==> src/rtl/display_pkg.sv <==
// Shared definitions for the multi-digit display path.
// Holds the decoder code points used by the scan logic and the default
// digit count used by the scan multiplexer.
package display_pkg;

    // Decoder code points (the decoder renders 4'hB as an unlit digit)
    localparam logic [3:0] CODE_BLANK = 4'hB;
    localparam logic [3:0] CODE_A     = 4'hA;
    localparam logic [3:0] CODE_K     = 4'hC;
    localparam logic [3:0] CODE_L     = 4'hD;
    localparam logic [3:0] CODE_E     = 4'hE;
    localparam logic [3:0] CODE_F     = 4'hF;

    localparam int DEFAULT_NUM_DIGITS = 4;

endpackage

==> src/rtl/display_scan_mux_tick_divider.sv <==
// tick_divider: free-running modulo-DIV counter.
// Ports:
//   clk   - system clock, rising edge
//   reset - synchronous, active-high; clears the count
//   tick  - high during the cycle the count sits at DIV-1
module tick_divider #(
    parameter int DIV = 4
) (
    input  logic clk,
    input  logic reset,
    output logic tick
);

    localparam int W = (DIV > 1) ? $clog2(DIV) : 1;

    logic [W-1:0] count_r;

    // Terminal-count decode
    always_comb begin
        tick = (count_r == W'(DIV - 1));
    end

    // Count 0..DIV-1 and wrap
    always_ff @(posedge clk) begin
        if (reset) begin
            count_r <= '0;
        end else if (tick) begin
            count_r <= '0;
        end else begin
            count_r <= count_r + W'(1);
        end
    end

endmodule

==> src/rtl/display_scan_mux.sv <==
// display_scan_mux: scans a packed word of 4-bit display codes across
// NUM_DIGITS common-anode digits for the seven-segment decoder.
// Double-buffered (shadow -> active at frame wrap), optional leading-zero
// blanking, whole-display blink.
// Ports:
//   clk         - system clock, rising edge
//   reset       - synchronous, active-high
//   load        - strobe; captures digits_in into the shadow buffer
//   digits_in   - packed codes, [3:0] is digit 0 (rightmost)
//   lz_suppress - 1 = blank leading zeros
//   blink_en    - 1 = blink whole display
//   hex_out     - code for the active digit
//   an          - active-low one-hot digit enables
//   frame_start - one-cycle pulse on the first cycle of digit 0 after a wrap
//   pending     - shadow holds data not yet committed
module display_scan_mux
    import display_pkg::*;
#(
    parameter int NUM_DIGITS  = DEFAULT_NUM_DIGITS,
    parameter int REFRESH_DIV = 50000,
    parameter int BLINK_DIV   = 25000000
) (
    input  logic                    clk,
    input  logic                    reset,
    input  logic                    load,
    input  logic [4*NUM_DIGITS-1:0] digits_in,
    input  logic                    lz_suppress,
    input  logic                    blink_en,
    output logic [3:0]              hex_out,
    output logic [NUM_DIGITS-1:0]   an,
    output logic                    frame_start,
    output logic                    pending
);

    localparam int IDX_W = (NUM_DIGITS > 1) ? $clog2(NUM_DIGITS) : 1;

    logic                    refresh_tick_s;
    logic                    blink_tick_s;
    logic                    wrap_s;
    logic [IDX_W-1:0]        index_r;
    logic [4*NUM_DIGITS-1:0] shadow_r;
    logic [4*NUM_DIGITS-1:0] active_r;
    logic                    blink_phase_r;
    logic [3:0]              disp_s [NUM_DIGITS];

    tick_divider #(.DIV(REFRESH_DIV)) u_refresh_div (
        .clk   (clk),
        .reset (reset),
        .tick  (refresh_tick_s)
    );

    tick_divider #(.DIV(BLINK_DIV)) u_blink_div (
        .clk   (clk),
        .reset (reset),
        .tick  (blink_tick_s)
    );

    // Frame wrap: refresh tick while the last digit is being shown
    always_comb begin
        wrap_s = refresh_tick_s && (index_r == IDX_W'(NUM_DIGITS - 1));
    end

    // Scan index, buffers, pending flag, frame pulse and blink phase.
    // A load coinciding with the commit tick: the commit uses the old shadow,
    // the new word lands in the shadow and pending stays set.
    always_ff @(posedge clk) begin
        if (reset) begin
            index_r       <= '0;
            shadow_r      <= {NUM_DIGITS{CODE_BLANK}};
            active_r      <= {NUM_DIGITS{CODE_BLANK}};
            pending       <= 1'b0;
            frame_start   <= 1'b0;
            blink_phase_r <= 1'b0;
        end else begin
            if (refresh_tick_s) begin
                index_r <= wrap_s ? '0 : index_r + IDX_W'(1);
            end
            frame_start <= wrap_s;
            if (wrap_s && pending) begin
                active_r <= shadow_r;
            end
            if (load) begin
                shadow_r <= digits_in;
                pending  <= 1'b1;
            end else if (wrap_s) begin
                pending  <= 1'b0;
            end
            if (blink_tick_s) begin
                blink_phase_r <= ~blink_phase_r;
            end
        end
    end

    // Leading-zero blanking: walk from the leftmost digit, blanking 4'h0
    // until the first non-zero code; letter codes count as non-zero and
    // digit 0 is always shown.
    always_comb begin : lz_blk
        logic       seen_nz;
        logic [3:0] code;
        seen_nz = 1'b0;
        code    = 4'h0;
        for (int i = NUM_DIGITS - 1; i >= 0; i--) begin
            code = active_r[i*4 +: 4];
            if (lz_suppress && !seen_nz && (code == 4'h0) && (i != 0)) begin
                disp_s[i] = CODE_BLANK;
            end else begin
                disp_s[i] = code;
            end
            if (code != 4'h0) begin
                seen_nz = 1'b1;
            end else begin
                seen_nz = seen_nz;
            end
        end
    end

    // Digit drive: decoded straight from the index register so an and
    // hex_out move on the same edge; blink blanks the code only.
    always_comb begin
        an = ~({{(NUM_DIGITS-1){1'b0}}, 1'b1} << index_r);
        if (blink_en && blink_phase_r) begin
            hex_out = CODE_BLANK;
        end else begin
            hex_out = disp_s[index_r];
        end
    end

endmodule

==> config.mk <==
export PLATFORM = sky130hd
export DESIGN_NAME = display_scan_mux
export DESIGN_NICKNAME = d
export VERILOG_FILES = /design/src/rtl/display_pkg.sv /design/src/rtl/display_scan_mux_tick_divider.sv /design/src/rtl/display_scan_mux.sv
export SDC_FILE = /design/constraint.sdc
export NUM_CORES = 1
export LEC_CHECK = 0
export CELL_PAD_IN_SITES_DETAIL_PLACEMENT = 1
export CELL_PAD_IN_SITES_GLOBAL_PLACEMENT = 1
export CORE_AREA = 2 2 110 91
export CTS_CLUSTER_SIZE = 12
export DETAILED_ROUTE_END_ITERATION = 10
export DIE_AREA = 0 0 112 93
export GPL_ROUTABILITY_DRIVEN = 0
export PLACE_DENSITY_LB_ADDON = 0.1
export SLEW_MARGIN = 30
export SYNTH_ARGS = -nofsm -noshare
export SYNTH_HDL_FRONTEND = slang
export SYNTH_SLANG_ARGS = --single-unit
==> constraint.sdc <==
create_clock -name clk -period 1.46 [get_ports clk]
set_input_delay 0.292 -clock clk [delete_from_list [all_inputs] [get_ports clk]]
set_output_delay 0.292 -clock clk [all_outputs]
set_load 0.02 [all_outputs]
==> flow_summary.json, run 1 <==
{
  "grt_max_degree": 24,
  "grt_pass1_wl_um": 22600,
  "totalWireLength_um": 15980,
  "drv_cap": 0,
  "area_growth_pct": 80.11,
  "worst_slack_ns": -0.7417,
  "clk_latency_ns": 0.34,
  "yosysWarnings": 0,
  "vias_per_cell": 5.708,
  "dp_slack_ns": -1.335,
  "drt_iter0_markers": 120,
  "rsz0062_at_grt": "true",
  "initial_core_util": 0.3794,
  "critPathMaxFanout": 3,
  "hold_violations": 0,
  "cts.sink_count": 78,
  "r2r_slack_ns": -0.35,
  "fmax_ghz": 0.4542,
  "finalSetupViolations": 69,
  "timing.rr.start": "u_refresh_div.count_r[11]",
  "post_dp_cell_area_um2": 4795,
  "cp.arrival_ns": 1.91,
  "fin_skew_ns": 0.009266,
  "async_flop_share": 0,
  "nets": 578,
  "ctsRootBufferMaster": "clkbuf_16",
  "crit_end": "hex_out[1]",
  "synth.area.mux_share": 0.05737,
  "htreeDepth": 3,
  "min_from": "u_blink_div.count_r[0]",
  "synth_ff_type": "dfxtp_1",
  "die_width_um": 112,
  "ys_seq_area_frac": 0.4393,
  "synth_compound_area_frac": 0.1207,
  "wl_per_cell_um": 23.68,
  "die_area_um2": 10420,
  "io_pins": 31,
  "reg2reg_depth": 8,
  "period_minus_slack_ns": 2.202,
  "ir_drop_v": 0.0008388,
  "drtPass1Iterations": 4,
  "seq_power_share": 0.456,
  "insertedDiodeCount": 0,
  "slew_violations": 0,
  "p_leak_nw": 2.308,
  "p_sw_mw": 1.149,
  "failed_checks": "negative setup slack",
  "dp_hpwl_um": 7648,
  "grt_usage": 0.2817,
  "yosys.area_share.simple": 0.2661,
  "syn_inst": 400,
  "required_ns": 1.17,
  "portBuffers": 30,
  "synth_seq_cells": 78,
  "synth_top_family_by_area": "simple AND/OR/NAND/NOR gates",
  "final_antenna_net_count": 0,
  "comb_power_share": 0.069,
  "switching_share": 0.2373,
  "finalPower_mw": 4.841,
  "crit_type": "register to primary output",
  "powerDensity_nw_per_um2": 756.1,
  "layout.cells.most_common": "buf_4",
  "critPathLaunch": "active_r[8]",
  "core_area_um2": 9369,
  "cts-buffers-inserted": 9,
  "p_int_mw": 3.692,
  "antenna_found_initial": 0,
  "synthAdderAreaFrac": 0.02112,
  "final_cell_mix": "96 x buf_4, 47 x dfxtp_1, 24 x nand2_1, 24 x dfxtp_2, 22 x buf_6",
  "syn-cell-area_um2": 3555,
  "syn_area_per_cell_um2": 8.887,
  "worstSetupEndpointType": "primary output",
  "status": "finished, violations left",
  "grt_pass1_vias": 4090,
  "synth-xor-area-share": 0.05174,
  "vias": 3853,
  "ctsHoldBuffers": 0,
  "layout-drive-gt1-share": 0.5935,
  "clkPwrFrac": 0.475,
  "fp-row-count": 32,
  "relSlewSlack": 0.7036,
  "synth_nets": 427,
  "critPathLaunchType": "register",
  "cts_tree": "yes",
  "worst_pin_slew_ns": 0.4323,
  "clockBufferDepth": 2,
  "drc_errors": 0,
  "die_y_um": 93,
  "r2r_end": "active_r[2]",
  "path_clk_slew_ns": 0.07,
  "ys_types": 49,
  "final.fill_count": 967,
  "synth_edf_count": 0,
  "grt_overflow": 0,
  "hold_path.class": "register to register",
  "postLayoutCellArea_um2": 6402,
  "fin_crit_sh": 1.508
}
worst max-delay path, cell delays in order (launching register included):
cell     delay (ns)
dfxtp_2        0.34
nor4_2         0.30
buf_4          0.19
a311o_1        0.29
nor2_1         0.12
o32ai_2        0.13
buf_4          0.19
worst min-delay path by stage:
stage,to,slack (ns),cells past startpoint
final,u_blink_div.count_r[0],0.45,1
after global routing,u_blink_div.count_r[0],0.48,1
after CTS,u_refresh_div.count_r[0],0.43,1
after detailed placement,u_refresh_div.count_r[0],0.43,1
after global placement,u_refresh_div.count_r[0],0.42,1
after floorplan,blink_phase_r,0.36,1
metrics by stage:
stage | hold slack (ns) | setup TNS, ns | utilization | cells
finish | 0.4547 | -17.97 | 0.6834 | 675
global route | 0.4839 | -22.30 | 0.6834 | 675
CTS | 0.4315 | -11.00 | 0.6457 | 672
detailed placement | 0.4254 | -17.33 | 0.5118 | 621
global placement | 0.4165 | -14.52 | 0.5118 | 621
floorplan | 0.3611 | -1.612 | - | 400
power by group through the flow:
stage / sequential [mW] / combinational [mW] / clock, mW
finish: 2.21 / 0.332 / 2.30
global route: 2.21 / 0.350 / 2.42
CTS: 2.20 / 0.292 / 2.29
detailed placement: 2.25 / 0.234 / 0
global placement: 2.24 / 0.229 / 0
floorplan: 2.24 / 0.114 / 0
flip-flops by register name (all words and copies together) (netlist names):
register	flops
u_blink_div.count_r	25
active_r	16
shadow_r	16
u_refresh_div.count_r	16
index_r	2
blink_phase_r	1
frame_start	1
pending	1
final cells by class:
type                       instances  area, um2  share of cell area
clock buffer                      10      239.0             0.03733
clock inverter                     6      61.31            0.009576
inverter                          14      62.56            0.009771
multi-input combinational        287       2660              0.4155
sequential                        78       1618              0.2527
tap                              119      148.9             0.02326
timing repair buffer             161       1613              0.2519
logic make-up (layout without fill, tap and decap cells):
kind of cell             Yosys count  in the layout
XOR/XNOR                          21             21
multiplexers                      19             19
AO/OA/AOI/OAI                     72             72
adder cells (fa/ha/maj)            6              6
AND/OR/NAND/NOR                  169            169
buffers and inverters             35            191
flip-flops                        78             78
routing by layer:
| metal | GRT usage | part of all wire |
|---|---|---|
| met1 | 0.3449 | 0.41 |
| met3 | 0.05509 | 0.042 |
| met4 | 0.1098 | 0.027 |
| met2 | 0.4924 | 0.52 |
| met5 | 0 | 0 |
what timing repair did:
item / CTS / global route
setup buffers: 26 / 9
gates cloned: 10 / 1
setup endpoints to repair: 72 / 70
pin swaps: 62 / 30
resized for setup: 211 / 93
Yosys cell counts (all sizes together) (2+ instances only):
| cell | instances | area share |
|---|---|---|
| dfxtp | 78 | 0.44 |
| nand3 | 42 | 0.064 |
| nor2 | 35 | 0.037 |
| nand2 | 29 | 0.031 |
| o21ai | 27 | 0.038 |
| a21oi | 26 | 0.037 |
| mux2i | 17 | 0.048 |
| inv | 13 | 0.014 |
| clkbuf | 12 | 0.013 |
| nand4 | 11 | 0.028 |
| xnor2 | 11 | 0.027 |
| o31ai | 10 | 0.025 |
| xor2 | 10 | 0.025 |
| buf | 9 | 0.016 |
| or3 | 9 | 0.017 |
| or4 | 9 | 0.019 |
| ha | 6 | 0.021 |
| nor4 | 6 | 0.011 |
| and3 | 5 | 0.0092 |
| and4 | 5 | 0.013 |
| and2 | 3 | 0.0053 |
| nor2b | 3 | 0.0053 |
| nor3 | 3 | 0.0042 |
| nor4b | 3 | 0.0074 |
| nor4bb | 2 | 0.0056 |
| o21bai | 2 | 0.0042 |
| o221ai | 2 | 0.0049 |
Note: power is estimated with default switching activity, not from simulation.
==> inputs of run 2 (changes only) <==
--- a/config.mk
+++ b/config.mk
@@ -7,2 +7,3 @@
 export LEC_CHECK = 0
+export CAP_MARGIN = 20
 export CELL_PAD_IN_SITES_DETAIL_PLACEMENT = 1
--- a/constraint.sdc
+++ b/constraint.sdc
@@ -3,2 +3,2 @@
 set_output_delay 0.292 -clock clk [all_outputs]
-set_load 0.02 [all_outputs]
+set_load 0.01 [all_outputs]
==> flow_summary.json, run 2 (synthesis results as in run 1) <==
{
  "status": "finished, violations left",
  "failed_checks": "negative setup slack",
  "antenna_found_initial": 0,
  "vias_per_cell": 5.655,
  "required_ns": 1.17,
  "drt_iter0_markers": 156,
  "largest_reg_flops": 25,
  "totalWireLength_um": 14390,
  "critPathMaxFanout": 3,
  "hold_path.class": "register to register",
  "largest-register": "u_blink_div.count_r",
  "cts.sink_count": 78,
  "layout.cells.most_common": "buf_4",
  "cts_tree": "yes",
  "fp-row-count": 32,
  "drv_cap": 0,
  "post_dp_cell_area_um2": 4684,
  "grt_pass1_wl_um": 21000,
  "period_minus_slack_ns": 2.111,
  "io_pins": 31,
  "final_cell_mix": "76 x buf_4, 56 x dfxtp_1, 24 x nand2_1",
  "die_width_um": 112,
  "grt_overflow": 0,
  "htreeDepth": 3,
  "area_growth_pct": 70.33,
  "cts-buffers-inserted": 9,
  "finalSetupTns_ns": -14.84,
  "portBuffers": 30,
  "register_area_um2": 1602,
  "ir_drop_v": 0.0007716,
  "die_area_um2": 10420,
  "wl_met3_um": 529,
  "ctsHoldBuffers": 0,
  "insertedDiodeCount": 0,
  "critPathLaunchType": "register",
  "final_antenna_net_count": 0,
  "rsz0062_at_grt": "true",
  "finalPower_mw": 4.723,
  "die_y_um": 93,
  "powerDensity_nw_per_um2": 780.1,
  "fin_util": 0.6462,
  "worst_pin_slew_ns": 0.4443,
  "dp.cells": 608,
  "wl_met1_um": 6032,
  "postLayoutCellArea_um2": 6055,
  "hold_violations": 0,
  "wl_per_cell_um": 22.03,
  "worst_slack_ns": -0.6514,
  "fmax_ghz": 0.4736,
  "final.fill_count": 996,
  "fin_skew_ns": 0.008217,
  "clockBufferDepth": 2,
  "slew_violations": 0,
  "dr_wl_met2_um": 7540,
  "initial_core_util": 0.3794,
  "grt_max_degree": 25,
  "fin_crit_sh": 1.446,
  "worstSetupEndpointType": "primary output",
  "topRoutingLayerUsed": "met4",
  "multi_input_area_um2": 2597,
  "relSlewSlack": 0.7012,
  "crit_type": "register to primary output",
  "nets": 556,
  "layout-drive-gt1-share": 0.5393,
  "final_cells": 653,
  "vias": 3693,
  "fin_worst_hold_slack_ns": 0.4521,
  "clk_latency_ns": 0.35,
  "drc_errors": 0,
  "grt_pass1_vias": 3936,
  "finalSetupViolations": 68,
  "dp_hpwl_um": 7001,
  "drtPass1Iterations": 4,
  "ctsRootBufferMaster": "clkbuf_16",
  "core_area_um2": 9369,
  "path_clk_slew_ns": 0.06,
  "p_leak_nw": 2.137,
  "cp.arrival_ns": 1.82,
  "dp_slack_ns": -1.185,
  "grt_usage": 0.2590
}
run 2: report_power, final:
group | total (mW) | internal, mW | switching, mW
logic | 0.325 | 0.168 | 0.157
clock network | 2.19 | 1.25 | 0.939
registers | 2.21 | 2.16 | 0.0436
total | 4.72 | 3.58 | 1.14
run 2: layout make-up:
class | instances | share of cell area
Sequential cell | 78 | 0.2645
Multi-Input combinational cell | 288 | 0.4290
Clock buffer | 12 | 0.04236
Inverter | 14 | 0.009093
Timing Repair Buffer | 138 | 0.2255
Clock inverter | 4 | 0.004960
Tap cell | 119 | 0.02459
run 2: worst max-delay path: stages (launching register included):
cell and delay (ns):
dfxtp_2 0.33, or3b_4 0.41, buf_6 0.14, nor2_4 0.06, nand4_1 0.16, o221ai_2 0.19
buf_2 0.17
run 2: final timing paths:
check / start / endpoint / slack [ns] / cells past startpoint
max: active_r[14] / hex_out[3] / -0.65 / 6
min: u_refresh_div.count_r[0] / u_refresh_div.count_r[0] / 0.45 / 1
max reg2reg: u_refresh_div.count_r[6] / active_r[6] / -0.32 / 8
min reg2reg: u_refresh_div.count_r[0] / u_refresh_div.count_r[0] / 0.45 / 1
run 2: repair_timing:
item                                    in CTS  in global routing
buffers inserted                            18                  9
pin swaps                                   55                 25
gates cloned                                 8                  3
endpoints found under the setup margin      70                 70
gates resized for setup                    171                 83
run 2: layer usage:
metal,track usage,up-vias
li1,-,1709
met1,0.3196,1874
met2,0.4561,84
met3,0.05120,26
met4,0.08740,0
met5,0,-
